[config.mk]
export PLATFORM = sky130hd
export DESIGN_NAME = div_unit
export DESIGN_NICKNAME = d
export VERILOG_FILES = /design/src/rtl/div_unit.sv
export SDC_FILE = /design/constraint.sdc
export NUM_CORES = 1
export LEC_CHECK = 0
export CAP_MARGIN = 5
export CORE_MARGIN = 10
export CORE_UTILIZATION = 35
export DETAILED_ROUTE_END_ITERATION = 7
export PLACE_DENSITY = 0.67
export SETUP_SLACK_MARGIN = 0.5
export SLEW_MARGIN = 10
export SYNTH_ARGS = -nofsm -noshare
export SYNTH_HDL_FRONTEND = slang
export SYNTH_SLANG_ARGS = --single-unit
[constraint.sdc]
create_clock -name clk -period 2.4 [get_ports clk]
set_input_delay 0.48 -clock clk [delete_from_list [all_inputs] [get_ports clk]]
set_output_delay 0.48 -clock clk [all_outputs]
set_load 0.05 [all_outputs]
[src/rtl/div_unit.sv]
// Multi-cycle restoring divider (DIV/DIVU) with start/ready handshake, result = {remainder, quotient}.
// Define DIV_SIGNED_EN to include the signed (DIV) path; without it every operation is unsigned.
module div_unit #(
    parameter int WIDTH = 32
) (
    input  logic                 clk,
    input  logic                 rst,
    input  logic                 signed_i,
    input  logic [WIDTH-1:0]     opdata1_i,
    input  logic [WIDTH-1:0]     opdata2_i,
    input  logic                 start_i,
    input  logic                 annul_i,
    output logic [2*WIDTH-1:0]   result_o,
    output logic                 ready_o
);

    localparam int CW = $clog2(WIDTH + 1);
    localparam logic [CW-1:0] CNT_LAST = CW'(WIDTH);

    typedef enum logic [1:0] {FREE, BY_ZERO, ON, END} state_t;

    state_t               state_q, state_d;
    logic [2*WIDTH:0]     shreg_q, shreg_d;
    logic [CW-1:0]        cnt_q, cnt_d;
    logic [WIDTH-1:0]     divisor_q, divisor_d;
    logic                 neg_quot_q, neg_quot_d;
    logic                 neg_rem_q, neg_rem_d;
    logic [2*WIDTH-1:0]   result_q, result_d;
    logic                 ready_q, ready_d;

    logic                 op1_neg, op2_neg;
    logic [WIDTH-1:0]     op1_mag, op2_mag;
    logic [WIDTH:0]       trial;
    logic [WIDTH-1:0]     quot, rem, quot_fix, rem_fix;

`ifdef DIV_SIGNED_EN
    assign op1_neg = signed_i & opdata1_i[WIDTH-1];
    assign op2_neg = signed_i & opdata2_i[WIDTH-1];
`else
    logic unused_signed;
    assign unused_signed = signed_i;
    assign op1_neg = 1'b0;
    assign op2_neg = 1'b0;
`endif

    // Magnitudes stay WIDTH-bit unsigned so the most negative operand maps to 2^(WIDTH-1).
    assign op1_mag = op1_neg ? -opdata1_i : opdata1_i;
    assign op2_mag = op2_neg ? -opdata2_i : opdata2_i;

    assign trial    = {1'b0, shreg_q[2*WIDTH-1:WIDTH]} - {1'b0, divisor_q};
    assign quot     = shreg_q[WIDTH-1:0];
    assign rem      = shreg_q[2*WIDTH:WIDTH+1];
    assign quot_fix = neg_quot_q ? -quot : quot;
    assign rem_fix  = neg_rem_q  ? -rem  : rem;

    always_comb begin
        state_d    = state_q;
        shreg_d    = shreg_q;
        cnt_d      = cnt_q;
        divisor_d  = divisor_q;
        neg_quot_d = neg_quot_q;
        neg_rem_d  = neg_rem_q;
        result_d   = result_q;
        ready_d    = ready_q;
        case (state_q)
            FREE: begin
                if (start_i && !annul_i) begin
                    if (opdata2_i == '0) begin
                        state_d = BY_ZERO;
                    end else begin
                        state_d    = ON;
                        shreg_d    = {{WIDTH{1'b0}}, op1_mag, 1'b0};
                        divisor_d  = op2_mag;
                        cnt_d      = '0;
                        neg_quot_d = op1_neg ^ op2_neg;
                        neg_rem_d  = op1_neg;
                    end
                end
            end
            BY_ZERO: begin
                state_d  = END;
                result_d = '0;
                ready_d  = 1'b1;
            end
            ON: begin
                if (annul_i) begin
                    state_d    = FREE;
                    shreg_d    = '0;
                    cnt_d      = '0;
                    divisor_d  = '0;
                    neg_quot_d = 1'b0;
                    neg_rem_d  = 1'b0;
                end else if (cnt_q == CNT_LAST) begin
                    state_d  = END;
                    result_d = {rem_fix, quot_fix};
                    ready_d  = 1'b1;
                end else begin
                    shreg_d = trial[WIDTH] ? {shreg_q[2*WIDTH-1:0], 1'b0}
                                           : {trial[WIDTH-1:0], shreg_q[WIDTH-1:0], 1'b1};
                    cnt_d   = cnt_q + CW'(1);
                end
            end
            END: begin
                if (!start_i) begin
                    state_d  = FREE;
                    ready_d  = 1'b0;
                    result_d = '0;
                end
            end
            default: state_d = FREE;
        endcase
    end

    always_ff @(posedge clk) begin
        if (rst) begin
            state_q    <= FREE;
            shreg_q    <= '0;
            cnt_q      <= '0;
            divisor_q  <= '0;
            neg_quot_q <= 1'b0;
            neg_rem_q  <= 1'b0;
            result_q   <= '0;
            ready_q    <= 1'b0;
        end else begin
            state_q    <= state_d;
            shreg_q    <= shreg_d;
            cnt_q      <= cnt_d;
            divisor_q  <= divisor_d;
            neg_quot_q <= neg_quot_d;
            neg_rem_q  <= neg_rem_d;
            result_q   <= result_d;
            ready_q    <= ready_d;
        end
    end

    assign result_o = result_q;
    assign ready_o  = ready_q;

endmodule

==> results.toml <==
[routing]
num_vias = 9725
postRouteAntennaNets = 0
vias_per_cell = 5.661
drt_iter0_markers = 891
drc_errors = 0
finalWirelength_mm = 37.85
dr.pass1.iters = 6
route.detailed.wl_per_inst_um = 22.03

[grt]
grt_overflow = 0
antenna_found_initial = 0
grt_pass1_vias = 8909
met3_usage_pct = 3.560
busiest_layer = "met2"
use_met2_pct = 32.33
grt_pass1_wl_mm = 48.45
grt_usage_pct = 19.56
grt_max_degree = 59
met1_usage_pct = 25.17

[pwr]
p_total_mw = 11.83
p_leak_nw = 6.322
p_switching_mw = 4.276
clock_power_share_pct = 24.8
p_int_mw = 7.550
p_sw_share_pct = 36.15
combPwrFrac_pct = 48.6
irDropWorstVdd_uv = 615.8
p_seq_share_pct = 26.6
power_density_nw_per_um2 = 762.5

[synthesis]
synth_top_area_share_pct = 40.31
yosysTopAreaCell = "dfxtp_1"
synth_cells = 1044
ys.flop_type = "dfxtp_1"
ys_seq_elements = 170
yosysWarnings = 0
synthTopCellsByArea = "dfxtp_1 40%, a21oi_1 8.6%, nand2_1 5.4%"
async_flop_share_pct = 0
synth.distinct_cells = 54
netlist_area_um2 = 8442
synth_edf_count = 0
ys_seq_area_share_pct = 40.31
syn_avg_cell_area_um2 = 8.086
syn_nets = 1149

[critical_path]
crit_required_ns = 2.73
path_buf_inv = 2
crit_family = "compound AO/OA/AOI/OAI gates"
cp_common_cell = "a31o_1"
critPathCaptureType = "flop"
cp.arrival_ns = 3.10
critPathMaxStageDelay_ns = 0.36
cp_slowest_cell = "a211o_4"
critPathMaxFanout = 7
setup.worst_path.start_class = "flop"
worstPathCellList = "inv_2 -> ha_4 -> fa_2 -> nor2b_4 -> o2111ai_4 -> nand2_2 -> a31o_1 -> a31o_1 -> a211o_4 -> buf_12 -> mux2_4 -> a22o_1"
criticalPathCategory = "reg2reg"

[finish]
syn_to_final_growth_pct = 83.73
final_nets = 1492
fin_cells = 1718
final_layout_size_suffix_gt1_share_pct = 47.53
diodes = 0

[die]
dieWidth_um = 175.3
die_area_um2 = 30730
die_h_um = 175.3
rows = 56
core_area_um2 = 23610
start_util_pct = 35.75
io_pins = 134

[clock_tree]
cts.sinks = 170
holdBufCountCts = 0
max-clock-path-buffers = 2
cts-htree-levels = 4
cts_tree = "built"
clock_latency_ns = 0.45
numCtsBuffers = 17
clk_pin_slew_worst_paths_ns = 0.07
cts_root_buffer = "clkbuf_16"

[sta]
period_needed_ns = 2.770
fin_crit_sh_pct = 115.4
clock.fmax_ghz = 0.3610
hold_viol = 0
fin_hold_ws_ns = 0.3072
rsz0062_at_grt = "true"
worst_slack_ns = -0.3702
setup_viol = 33
fin_skew_ns = 0.01320
drv_slew = 0
slew-limit-headroom_pct = 40.96
setup_tns_ns = -9.446
worst_pin_slew_ns = 0.8855

[run]
maxCapViolCount = 0

[placement]
hpwl_mm = 19.00
placed_cells = 1600
port_buffers = 132
dpl_worst_slack_ns = -0.3975
gp_congestion = 0.8950

[hold_path]
hold_path_class = "in2reg"

[run_status]
status = "finished with violations"
violations = "setup timing"
-- worst paths after layout --
| kind | from | end | slack [ns] | cells past startpoint |
|---|---|---|---|---|
| worst max-delay path | shreg_q[32] | shreg_q[56] | -0.37 | 12 |
| worst min-delay path | opdata2_i[18] | divisor_q[18] | 0.31 | 2 |
| worst max register to register | shreg_q[32] | shreg_q[56] | -0.37 | 12 |
| worst min register to register | result_o[57] | result_o[57] | 0.46 | 2 |
-- flip-flops by register name, indices dropped and copies added, names as in the netlist --
signal and cells:
shreg_q 65, ready_o 1, cnt_q 6, result_o 64, divisor_q 32, state_q 2
-- cells in the final DEF, fill, tap and decap left out, drive strengths merged, types with 9 or more instances in the layout --
cell           netlist  routed
buf                 28     265
dfxtp              170     170
a21oi              147     147
nand2              123     124
nor2                75      75
nand3               70      70
dlygate4sd2          0      65
o21ai               46      46
inv                 41      44
a22o                42      42
a211oi              37      37
clkbuf              47      37
and3                36      36
ha                  35      35
clkdlybuf4s50        0      34
a21o                20      20
xnor2               17      17
clkdlybuf4s15        0      14
xor2                12      12
nand4               10      10
mux2i               10      10
nor4                10      10
nor3                 9       9
-- repair_timing --
item	4_1_cts	5_1_grt
buffers inserted	25	20
setup endpoints to repair	234	170
gates resized for setup	321	343
cloned	20	22
pin swaps	84	174
-- cell families (layout without fill, tap and decap cells) --
family,Yosys count,in the layout,share of synthesized area [%]
AND/OR/NAND/NOR,356,358,19.65
AO/OA/AOI/OAI,325,325,24.31
flip-flops,170,170,40.31
buffers and inverters,116,469,5.795
adder cells (fa/ha/maj),36,36,5.425
XOR/XNOR,29,29,3.009
multiplexers,12,12,1.497
-- per-layer routing --
metal / part of all wire, % / up-vias
met4: 5.9 / 0
li1: - / 4426
met5: 0 / -
met1: 40 / 4697
met3: 6.0 / 156
met2: 48 / 446
-- area by class of cell --
| type | count | area [um^2] |
|---|---|---|
| Clock inverter | 13 | 167.7 |
| Sequential cell | 170 | 3422 |
| Clock buffer | 18 | 439.2 |
| Inverter | 41 | 153.9 |
| Timing Repair Buffer | 397 | 4202 |
| Tap cell | 319 | 399.1 |
| Multi-Input combinational cell | 760 | 6726 |
| Fill cell | 1720 | 8103 |
-- power by group through the flow --
stage          Combinational [mW]  Clock, mW  Sequential, mW
2_1_floorplan                2.12          0            3.13
3_3_place_gp                 3.15          0            3.12
3_5_place_dp                 3.19          0            3.13
4_1_cts                      4.59       2.92            3.10
5_1_grt                      6.00       3.05            3.16
6_report                     5.75       2.93            3.15
-- synthesized netlist by cell type (2+ instances only) --
library cell,n
o21a_1,4
a31o_1,2
buf_2,25
dfxtp_1,170
xnor2_1,17
and4_1,3
o21ai_1,4
a22o_1,42
and3_1,36
inv_1,41
a31oi_1,4
nor2_1,75
a21o_1,20
a21oi_1,145
a21oi_2,2
o21bai_1,3
nor2b_1,5
nand2b_1,7
nor4_1,9
o211ai_1,2
mux2i_1,10
a211oi_1,37
nand2_1,122
or2_2,2
buf_6,3
and2_1,2
o21ai_0,42
a31o_2,2
or3_1,2
nor3_1,9
a211o_1,3
o221ai_1,2
nand3_1,70
nand4_1,10
xor2_1,12
ha_1,35
o31ai_1,2
clkbuf_1,47
-- through the flow --
step           instance area, um^2  utilization, %
6_report                     15510           65.68
5_1_grt                      15510           65.68
4_1_cts                      13580           57.50
3_5_place_dp                 11640           49.30
3_3_place_gp                 11640           49.30
2_1_floorplan                 8845               -
Note: power is estimated with default switching activity, not from simulation.
